**config.mk**
```make
export PLATFORM = sky130hd
export DESIGN_NAME = pipeline_register_chain
export DESIGN_NICKNAME = d
export VERILOG_FILES = /design/src/rtl/pipeline_register_chain.sv
export SDC_FILE = /design/constraint.sdc
export NUM_CORES = 1
export LEC_CHECK = 0
export CAP_MARGIN = 20
export CORE_ASPECT_RATIO = 0.9
export CORE_MARGIN = 2
export CORE_UTILIZATION = 44
export CTS_BUF_LIST = sky130_fd_sc_hd__clkbuf_16
export DETAILED_ROUTE_END_ITERATION = 8
export PLACE_DENSITY = 0.75
export SYNTH_ARGS = -nofsm -noshare
export SYNTH_HDL_FRONTEND = slang
export SYNTH_SLANG_ARGS = --single-unit
export TNS_END_PERCENT = 100
```
**constraint.sdc**
```tcl
create_clock -name clock -period 4.55 [get_ports clock]
set_clock_uncertainty 0.15 [all_clocks]
set_input_delay 1.365 -clock clock [delete_from_list [all_inputs] [get_ports clock]]
set_output_delay 1.365 -clock clock [all_outputs]
set_load 0.02 [all_outputs]
```
**src/rtl/pipeline_register_chain.sv**
```systemverilog
// Elastic pipeline register: DEPTH stages of N-bit data, each with its own valid bit.
// Latency: DEPTH-1 edges from accept to output_register, transfer out at edge DEPTH.
// Backpressure: combinational ready chain from out_ready to in_ready, no bubble penalty.
module pipeline_register_chain #(
  parameter  int N     = 32,
  parameter  int DEPTH = 2,
  localparam int CW    = $clog2(DEPTH + 1)
) (
  input  logic          clock,
  input  logic          reset,
  input  logic          clock_enable,
  input  logic          flush,
  input  logic          in_valid,
  output logic          in_ready,
  input  logic [N-1:0]  input_signal,
  output logic          out_valid,
  input  logic          out_ready,
  output logic [N-1:0]  output_register,
  output logic [CW-1:0] occupancy
);

  logic [N-1:0]     r_data [DEPTH];
  logic [DEPTH-1:0] r_v;
  logic [CW-1:0]    r_occ;

  logic [DEPTH-1:0] w_adv;
  logic             w_in_xfer;
  logic             w_out_xfer;

  // Ready chain: a stage advances when it holds an item and its successor
  // either is empty or is itself advancing this cycle.
  always_comb begin
    logic w_free;
    w_adv  = '0;
    w_free = out_ready;
    for (int i = DEPTH - 1; i >= 0; i--) begin
      w_adv[i] = clock_enable & r_v[i] & w_free;
      w_free   = ~r_v[i] | w_adv[i];
    end
  end

  // Reset is folded in so the producer never sees ready while state is held cleared.
  assign in_ready        = clock_enable & ~flush & ~reset & (~r_v[0] | w_adv[0]);
  assign out_valid       = r_v[DEPTH-1] & clock_enable;
  assign w_in_xfer       = in_valid & in_ready;
  assign w_out_xfer      = out_valid & out_ready;
  assign output_register = r_data[DEPTH-1];
  assign occupancy       = r_occ;

  // Data registers: only load on a move into the stage; empty stages keep stale data.
  always_ff @(posedge clock or posedge reset) begin
    if (reset) begin
      for (int i = 0; i < DEPTH; i++) begin
        r_data[i] <= '0;
      end
    end else if (clock_enable && !flush) begin
      if (w_in_xfer) begin
        r_data[0] <= input_signal;
      end
      for (int i = 1; i < DEPTH; i++) begin
        if (w_adv[i-1]) begin
          r_data[i] <= r_data[i-1];
        end
      end
    end
  end

  // Valid bits: set on fill, cleared on drain without refill; flush clears all.
  always_ff @(posedge clock or posedge reset) begin
    if (reset) begin
      r_v <= '0;
    end else if (flush) begin
      r_v <= '0;
    end else if (clock_enable) begin
      if (w_in_xfer) begin
        r_v[0] <= 1'b1;
      end else if (w_adv[0]) begin
        r_v[0] <= 1'b0;
      end
      for (int i = 1; i < DEPTH; i++) begin
        if (w_adv[i-1]) begin
          r_v[i] <= 1'b1;
        end else if (w_adv[i]) begin
          r_v[i] <= 1'b0;
        end
      end
    end
  end

  // Occupancy tracks in/out transfers; a simultaneous pair leaves it unchanged.
  always_ff @(posedge clock or posedge reset) begin
    if (reset) begin
      r_occ <= '0;
    end else if (flush) begin
      r_occ <= '0;
    end else if (clock_enable) begin
      case ({w_in_xfer, w_out_xfer})
        2'b10:   r_occ <= r_occ + CW'(1);
        2'b01:   r_occ <= r_occ - CW'(1);
        default: r_occ <= r_occ;
      endcase
    end
  end

endmodule

```
==> flow_metrics.env, run 1 <==
export IMPL_leakage_uw=0.00178
export IMPL_routedWlPerCell_um=14.3
export IMPL_insertion_delay_ns=0.32
export IMPL_maxCapViolCount=0
export IMPL_antenna_found_initial=0
export IMPL_cp_max_fo=3
export IMPL_synth_area_sq_um=3020
export IMPL_crit_start="out_ready"
export IMPL_grt_pass1_vias=1629
export IMPL_cts_buffer_depth=2
export IMPL_r2r_start="r_v[1]"
export IMPL_synthArstFlopShare_pct=100
export IMPL_core_area_sq_um=6620
export IMPL_htreeDepth=3
export IMPL_ys_flop_type="dfrtp_1"
export IMPL_cp_end_kind="output pin"
export IMPL_grt_max_degree=70
export IMPL_rsz0062_at_grt="no"
export IMPL_period_needed_ns=4.37
export IMPL_synth_edf_count=0
export IMPL_critPathMaxStageDelay_ns=0.59
export IMPL_antenna_cells=0
export IMPL_drive_above_1_share_pct=35.2
export IMPL_finalHoldViolations=0
export IMPL_gp_congestion=0.768
export IMPL_worst_pin_slew_ns=0.857
export IMPL_cts_sinks=68
export IMPL_grtUsageTotal_pct=14.2
export IMPL_area_delta_synth_final_pct=27.3
export IMPL_finalWirelength_um=4830
export IMPL_slew_headroom_pct=42.9
export IMPL_synthCells=193
export IMPL_synth_seq_cells=68
export IMPL_hold_buffers=0
export IMPL_crit_path_start_kind="input port"
export IMPL_cp_buffers_inverters=2
export IMPL_yosys_warnings=0
export IMPL_fin_crit_sh_pct=96.0
export IMPL_cts_buffers=9
export IMPL_path_clk_slew_ns=0.05
export IMPL_overflow=0
export IMPL_drc=0
export IMPL_ant_nets=0
export IMPL_placed_cell_area_sq_um=3570
export IMPL_min_path_cells=1
export IMPL_grt_pass1_wl_um=8090
export IMPL_finalMaxSlewViolations=0
export IMPL_critPathKind="in2out"
export IMPL_max_freq_mhz=229
export IMPL_num_vias=1557
export IMPL_vdd_drop_max_mv=0.246
export IMPL_dr_pass1_iters=3
export IMPL_r2r_cells=4
export IMPL_fillCellCount=545
export IMPL_vias_per_cell=4.62
export IMPL_critPathArrivalTime_ns=2.85
export IMPL_dieArea_sq_um=7530
export IMPL_cts_resized_gates=0
export IMPL_crit_family="buffers and inverters"
export IMPL_cp_depth=4
export IMPL_reg2reg_slack_ns=2.58
export IMPL_hp_class="reg2reg"
export IMPL_worst_r2r_endpoint="occupancy[1]"
export IMPL_nets=280
export IMPL_hpwlAfterDp_um=3220
export IMPL_start_util_pct=45.5
export IMPL_clockRootBuffer="clkbuf_16"
export IMPL_fin_tns_setup_ns=0
export IMPL_ys_types=23
export IMPL_crit_end="in_ready"
export IMPL_die_width_um=91.3
export IMPL_drt_initial_drc_count=32
export IMPL_io_buffer_count=73
export IMPL_critPathRequiredTime_ns=3.03
export IMPL_slowest_stage="clkdlybuf4s50_1"
export IMPL_cts_tree="done"
export IMPL_status="complete, no violations"
export IMPL_power_density_nw_per_um2=500
export IMPL_cts_setup_buffers=0
export IMPL_mappedNetlistNets=231
export IMPL_stdcell_area_sq_um=3840
export IMPL_crit_chain="clkdlybuf4s50_1 -> nand3b_1 -> and4b_1 -> clkdlybuf4s50_1"
export IMPL_die_h_um=82.5
export IMPL_setup_viol=0
export IMPL_syn_mean_instance_area_sq_um=15.6
export IMPL_rows=28
export IMPL_cpMostUsedCell="clkdlybuf4s50_1"
export IMPL_ys_seq_area_share_pct=56.4
export IMPL_pin_count=74
synthesized netlist by cell type (2+ instances only):
master    count  area share, %
buf_4        32            8.0
buf_12        3            2.0
nand3b_1      2           0.50
nand2_1       2           0.25
buf_2         3           0.50
nor2_1        4           0.50
mux2_4       29             14
dfrtp_1      68             56
mux2_2       36             13
through the flow:
stage               hold slack, ns  setup slack (ns)  std cells  power (uW)  util, %
floorplan                    0.325             0.149        193        1210        -
global placement             0.330             0.200        321        1320     53.9
detailed placement           0.338             0.175        321        1340     53.9
CTS                          0.350             0.179        337        1950     58.0
global route                 0.371             0.132        337        2030     58.0
finish                       0.346             0.182        337        1920     58.0
how the worst min path moves through the flow:
stage | start | end | slack (ns)
after detailed placement | r_data[49] | output_register[17] | 0.34
after global routing | output_register[7] | output_register[7] | 0.37
after global placement | r_data[50] | output_register[18] | 0.33
final | r_data[49] | output_register[17] | 0.35
after floorplan | r_data[48] | output_register[16] | 0.32
after CTS | r_data[49] | output_register[17] | 0.35
state kept, by name (all words and copies together) (netlist names):
| signal | cells |
|---|---|
| output_register | 32 |
| r_v | 2 |
| occupancy | 2 |
| r_data | 32 |
layout make-up:
cell class                 instances  area, sq um  share of cell area, %
clock buffer                       9          225                   5.87
clock inverter                     7         43.8                   1.14
inverter                           1         7.51                  0.196
multi-input combinational         86          995                   25.9
sequential                        68         1700                   44.3
tap                               90          113                   2.93
timing repair buffer              76          753                   19.6
cells in the final DEF, fill, tap and decap left out, drive strengths merged:
master	n
a32oi	1
and4b	1
xnor2	1
buf	3
nor2b	1
dfrtp	68
mux2	65
nand2b	1
and4bb	1
nand3	1
nor2	4
nand4b	1
and2	1
clkinvlp	5
xor2	1
nand4	1
clkbuf	9
a21boi	1
nand2	3
clkdlybuf4s50	73
nand3b	2
clkinv	3
layer usage:
| metal | up-vias | GRT usage [%] | routed length, um |
|---|---|---|---|
| met1 | 778 | 16.8 | 2170 |
| met5 | - | 0 | 0 |
| li1 | 730 | - | - |
| met3 | 7 | 4.90 | 182 |
| met4 | 0 | 6.36 | 80 |
| met2 | 42 | 24.1 | 2390 |
kinds of logic (layout without fill, tap and decap cells):
logic type / count (synthesis) / after routing / share of synthesized area (%)
flops: 68 / 68 / 56.4
simple gates: 17 / 17 / 3.98
mux: 65 / 65 / 27.9
buf+inv: 39 / 93 / 10.6
xor+xnor: 2 / 2 / 0.581
compound gates: 2 / 2 / 0.540
power breakdown:
group / internal [uW] / switching (uW) / leakage, uW
registers: 749 / 71.7 / 0.000855
logic: 303 / 194 / 0.000805
clock network: 364 / 240 / 0.000121
total: 1420 / 505 / 0.00178
Note: power is estimated with default switching activity, not from simulation.
==> run 2: changes to the inputs <==
--- a/config.mk
+++ b/config.mk
@@ -7,11 +7,11 @@
 export LEC_CHECK = 0
 export CAP_MARGIN = 20
 export CORE_ASPECT_RATIO = 0.9
-export CORE_MARGIN = 2
 export CORE_UTILIZATION = 44
 export CTS_BUF_LIST = sky130_fd_sc_hd__clkbuf_16
 export DETAILED_ROUTE_END_ITERATION = 8
 export PLACE_DENSITY = 0.75
+export SETUP_SLACK_MARGIN = 0.3
 export SYNTH_ARGS = -nofsm -noshare
 export SYNTH_HDL_FRONTEND = slang
 export SYNTH_SLANG_ARGS = --single-unit
==> run 2 against run 1 <==
  * Die area decreased by 4.6%
  * Core utilization increased by 1.3 points
  * Routed wire length increased by 2.9%
  * Design area increased by 1.7%
  * Highest routed layer unchanged
  * Final cell count decreased by 0.30%
  * Non-clock buffer count decreased by 1
  * Sequential power about the same
  * Critical path type unchanged
==> flow_metrics.env, run 2 (synthesis results as in run 1) <==
export IMPL_status="complete, no violations"
export IMPL_slew_headroom_pct=43.6
export IMPL_htreeDepth=3
export IMPL_finalNonFillerCells=336
export IMPL_finalHoldViolations=0
export IMPL_hold_buffers=0
export IMPL_finalWirelength_um=4960
export IMPL_critPathKind="in2out"
export IMPL_finalMaxSlewViolations=0
export IMPL_r2r_cells=4
export IMPL_dieArea_sq_um=7190
export IMPL_core_area_sq_um=6590
export IMPL_cts_buffers=9
export IMPL_critPathArrivalTime_ns=2.61
export IMPL_critPathRequiredTime_ns=3.03
export IMPL_overflow=0
export IMPL_grt_pass1_wl_um=8040
export IMPL_layout_common_cells="clkdlybuf4s50_1, dfrtp_1, mux2_2"
export IMPL_stdcell_area_sq_um=3900
export IMPL_holdPathEnd="r_data[50]"
export IMPL_period_needed_ns=4.12
export IMPL_vdd_drop_max_mv=0.252
export IMPL_place_inst=320
export IMPL_die_h_um=80.5
export IMPL_reg2reg_slack_ns=2.41
export IMPL_hpwlAfterDp_um=3230
export IMPL_clockRootBuffer="clkbuf_16"
export IMPL_grt_use_met3_pct=2.67
export IMPL_nets=279
export IMPL_start_util_pct=45.8
export IMPL_path_clk_slew_ns=0.05
export IMPL_drt_initial_drc_count=35
export IMPL_drive_above_1_share_pct=35.0
export IMPL_cts_tree="done"
export IMPL_antenna_cells=0
export IMPL_num_vias=1568
export IMPL_routedWlPerCell_um=14.8
export IMPL_placed_cell_area_sq_um=3560
export IMPL_antenna_found_initial=0
export IMPL_dr_pass1_iters=2
export IMPL_grtUsageTotal_pct=15.4
export IMPL_maxCapViolCount=0
export IMPL_worst_pin_slew_ns=0.846
export IMPL_vias_per_cell=4.67
export IMPL_cp_end_kind="output pin"
export IMPL_fin_tns_setup_ns=0
export IMPL_pin_count=74
export IMPL_rows=28
export IMPL_mostFrequentLayoutCell="clkdlybuf4s50_1"
export IMPL_worst_r2r_endpoint="output_register[9]"
export IMPL_min_path_cells=1
export IMPL_die_width_um=89.3
export IMPL_cts_buffer_depth=2
export IMPL_use_met1_pct=19.5
export IMPL_fillCellCount=560
export IMPL_fin_crit_sh_pct=90.6
export IMPL_hp_class="reg2reg"
export IMPL_grt_busiest_layer="met2"
export IMPL_area_delta_synth_final_pct=29.5
export IMPL_gp_congestion=0.808
export IMPL_rsz0062_at_grt="no"
export IMPL_hold_path_startpoint="r_data[50]"
export IMPL_grt_pass1_vias=1597
export IMPL_setup_viol=0
export IMPL_cts_sinks=68
export IMPL_grt_max_degree=70
export IMPL_leakage_uw=0.00183
export IMPL_r2r_start="r_v[1]"
export IMPL_ant_nets=0
export IMPL_insertion_delay_ns=0.32
export IMPL_drc=0
export IMPL_power_density_nw_per_um2=535
export IMPL_cp_max_fo=3
export IMPL_max_freq_mhz=243
export IMPL_finish_utilization_pct=59.3
export IMPL_crit_path_start_kind="input port"
export IMPL_grtUsageMet2_pct=24.4
export IMPL_io_buffer_count=73
==> run 2: cell count changes in the layout (fill, tap and decap cells not counted), sizes merged <==
| cell | previous run | this run |
|---|---|---|
| dlymetal6s2s | 0 | 1 |
| bufinv | 0 | 3 |
| buf | 3 | 2 |
| dlygate4sd2 | 0 | 1 |
| clkinvlp | 5 | 2 |
| clkdlybuf4s50 | 73 | 71 |
==> run 2: critical path, cell delays in order <==
cell and delay [ns]:
clkdlybuf4s50_1 0.43, nand3b_1 0.25, and4b_1 0.25, dlygate4sd2_1 0.32
==> run 2: per-stage QoR <==
| stage | setup slack [ns] | hold slack [ns] | total power [uW] |
|---|---|---|---|
| floorplan | 0.149 | 0.325 | 1210 |
| global placement | 0.194 | 0.330 | 1320 |
| detailed placement | 0.174 | 0.341 | 1340 |
| CTS | 0.304 | 0.353 | 2120 |
| global route | 0.376 | 0.368 | 2190 |
| finish | 0.428 | 0.347 | 2090 |
==> run 2: timing repair <==
item / CTS / global route
endpoints found under the setup margin: 1 / 1
resized for setup: 1 / 1
setup buffers: 0 / 0
==> run 2: cell type report <==
cell class / count / area (sq um) / area share (%)
Clock inverter: 7 / 115 / 2.95
Timing Repair Buffer: 75 / 747 / 19.1
Sequential cell: 68 / 1700 / 43.6
Clock buffer: 9 / 225 / 5.77
Inverter: 1 / 7.51 / 0.192
Multi-Input combinational cell: 86 / 995 / 25.5
Tap cell: 90 / 113 / 2.88
==> run 2: worst max-delay path by stage <==
| stage | startpoint | to | slack [ns] | cells after the start |
|---|---|---|---|---|
| floorplan | reset | in_ready | 0.15 | 2 |
| global placement | out_ready | in_ready | 0.19 | 4 |
| detailed placement | out_ready | in_ready | 0.17 | 4 |
| CTS | clock_enable | out_valid | 0.30 | 3 |
| global route | out_ready | in_ready | 0.38 | 4 |
| finish | out_ready | in_ready | 0.43 | 4 |
==> run 2: where the power goes <==
group | total [uW] | internal (uW) | switching, uW
sequential | 821 | 749 | 71.7
clock | 770 | 532 | 238
combinational | 497 | 302 | 195
==> run 2: routing by layer <==
metal / wire length [um] / share of wire [%]
met5: 0 / 0
met4: 138 / 2.8
met3: 198 / 4.0
met2: 2390 / 48
met1: 2240 / 45
==> run 3: changes to the inputs <==
--- a/config.mk
+++ b/config.mk
@@ -7,10 +7,11 @@
 export LEC_CHECK = 0
 export CAP_MARGIN = 20
 export CORE_ASPECT_RATIO = 0.9
-export CORE_UTILIZATION = 44
-export CTS_BUF_LIST = sky130_fd_sc_hd__clkbuf_16
+export CORE_UTILIZATION = 46
+export CTS_BUF_LIST = sky130_fd_sc_hd__clkbuf_4
+export CTS_CLUSTER_DIAMETER = 30
 export DETAILED_ROUTE_END_ITERATION = 8
-export PLACE_DENSITY = 0.75
+export PLACE_DENSITY = 0.78
 export SETUP_SLACK_MARGIN = 0.3
 export SYNTH_ARGS = -nofsm -noshare
 export SYNTH_HDL_FRONTEND = slang
==> run 3 against run 2 <==
  * Via count up 0.45%
  * Largest cell class unchanged
  * Register-to-register slack got worse by 0.03 ns
  * Critical path type unchanged
  * Global-route usage increased by 1.1 points
  * Sequential share of layout area rose by 2.6 points
  * First-iteration DRC count up 69%
  * Maximum frequency increased by 0.46%
==> flow_metrics.env, run 3 (synthesis results as in run 1) <==
export IMPL_fin_crit_sh_pct=90.2
export IMPL_hp_class="reg2reg"
export IMPL_slowest_stage="clkdlybuf4s50_1"
export IMPL_grt_pass1_vias=1636
export IMPL_grtUsageTotal_pct=16.4
export IMPL_status="complete, no violations"
export IMPL_mostFrequentLayoutCell="clkdlybuf4s50_1"
export IMPL_clockRootBuffer="clkbuf_4"
export IMPL_slew_headroom_pct=43.2
export IMPL_reg2reg_slack_ns=2.38
export IMPL_holdWs_ns=0.361
export IMPL_critPathKind="in2out"
export IMPL_cp_end_kind="output pin"
export IMPL_die_h_um=78.8
export IMPL_num_vias=1575
export IMPL_area_delta_synth_final_pct=22.1
export IMPL_ant_nets=0
export IMPL_finalHoldViolations=0
export IMPL_leakage_uw=0.00174
export IMPL_rows=27
export IMPL_io_buffer_count=73
export IMPL_drive_above_1_share_pct=34.3
export IMPL_min_path_cells=1
export IMPL_vdd_drop_max_mv=0.277
export IMPL_hold_path_startpoint="r_data[49]"
export IMPL_rsz0062_at_grt="no"
export IMPL_critPathArrivalTime_ns=2.59
export IMPL_critPathRequiredTime_ns=3.03
export IMPL_crit_chain="clkdlybuf4s50_1 -> nand3b_1 -> and4b_1 -> dlygate4sd2_1"
export IMPL_antenna_found_initial=0
export IMPL_insertion_delay_ns=0.40
export IMPL_dieArea_sq_um=6880
export IMPL_r2r_start="r_v[1]"
export IMPL_grt_max_degree=70
export IMPL_crit_path_start_kind="input port"
export IMPL_fin_tns_setup_ns=0
export IMPL_finalWirelength_um=5060
export IMPL_hpwlAfterDp_um=3230
export IMPL_worst_r2r_endpoint="output_register[10]"
export IMPL_setup_viol=0
export IMPL_power_density_nw_per_um2=456
export IMPL_path_clk_slew_ns=0.10
export IMPL_critPathMaxStageDelay_ns=0.42
export IMPL_drt_initial_drc_count=59
export IMPL_max_freq_mhz=244
export IMPL_finalMaxSlewViolations=0
export IMPL_cts_setup_buffers=0
export IMPL_finalPower_uw=1680
export IMPL_grt_pass1_wl_um=8240
export IMPL_die_width_um=87.3
export IMPL_placed_cell_area_sq_um=3570
export IMPL_cp_max_fo=3
export IMPL_nets=280
export IMPL_stdcell_area_sq_um=3680
export IMPL_r2r_cells=4
export IMPL_start_util_pct=48.5
export IMPL_period_needed_ns=4.10
export IMPL_drc=0
export IMPL_overflow=0
export IMPL_gp_congestion=0.802
export IMPL_layout_common_cells="clkdlybuf4s50_1, dfrtp_1, mux2_2"
export IMPL_cts_buffers=9
export IMPL_pin_count=74
export IMPL_antenna_cells=0
export IMPL_dr_pass1_iters=2
export IMPL_holdPathEnd="output_register[17]"
export IMPL_cts_tree="done"
export IMPL_core_area_sq_um=6220
export IMPL_worst_pin_slew_ns=0.852
export IMPL_cts_buffer_depth=2
export IMPL_vias_per_cell=4.74
export IMPL_maxCapViolCount=0
export IMPL_cts_sinks=68
export IMPL_routedWlPerCell_um=15.2
export IMPL_htreeDepth=3
## run 3: changes by cell type in the layout (fill, tap and decap cells not counted), sizes merged
| cell | delta |
|---|---|
| clkinvlp | -1 |
| dlygate4sd2 | +1 |
| clkbuf | +1 |
| buf | +1 |
| dlymetal6s2s | -1 |
| bufinv | -2 |
## run 3: metal layers
| layer | part of all wire [%] | wire length [um] | track usage, % |
|---|---|---|---|
| met2 | 48 | 2430 | 26.0 |
| met1 | 45 | 2270 | 20.2 |
| met3 | 5.1 | 256 | 6.55 |
| met5 | 0 | 0 | 0 |
| met4 | 2.0 | 102 | 6.23 |
## run 3: worst max-delay path, delay by kind of cell
family	cells	cell delay (ns)
buffers and inverters	2	0.74
and+or+nand+nor	2	0.48
## run 3: how the worst max path moves through the flow
| stage | startpoint | cells after the start | slack [ns] | to |
|---|---|---|---|---|
| floorplan | reset | 2 | 0.15 | in_ready |
| global placement | out_ready | 4 | 0.19 | in_ready |
| detailed placement | out_ready | 4 | 0.17 | in_ready |
| CTS | out_ready | 4 | 0.44 | in_ready |
| global route | out_ready | 4 | 0.37 | in_ready |
| finish | out_ready | 4 | 0.45 | in_ready |
## run 3: timing repair
item | CTS | global route
setup endpoints to repair | 2 | 0
endpoints found under the hold margin | 0 | 0
resized for setup | 2 | 0
hold buffers | 0 | 0
## run 3: power by group
group	internal, uW	total [uW]	switching (uW)
Sequential	747	819	72.0
Combinational	303	501	198
Clock	164	358	194
## run 3: per-stage QoR
step	util, %	setup slack [ns]	instances
4_1_cts	59.2	0.436	332
2_1_floorplan	-	0.149	193
3_5_place_dp	57.4	0.169	318
5_1_grt	59.2	0.366	332
6_report	59.2	0.447	332
3_3_place_gp	57.4	0.194	318
## run 3: cell type report
cell class | instances | area, sq um
Tap cell | 87 | 109
Timing Repair Buffer | 76 | 751
Clock inverter | 4 | 42.5
Clock buffer | 10 | 75.1
Multi-Input combinational cell | 86 | 995
Sequential cell | 68 | 1700
Inverter | 1 | 7.51
Fill cell | 535 | 2530
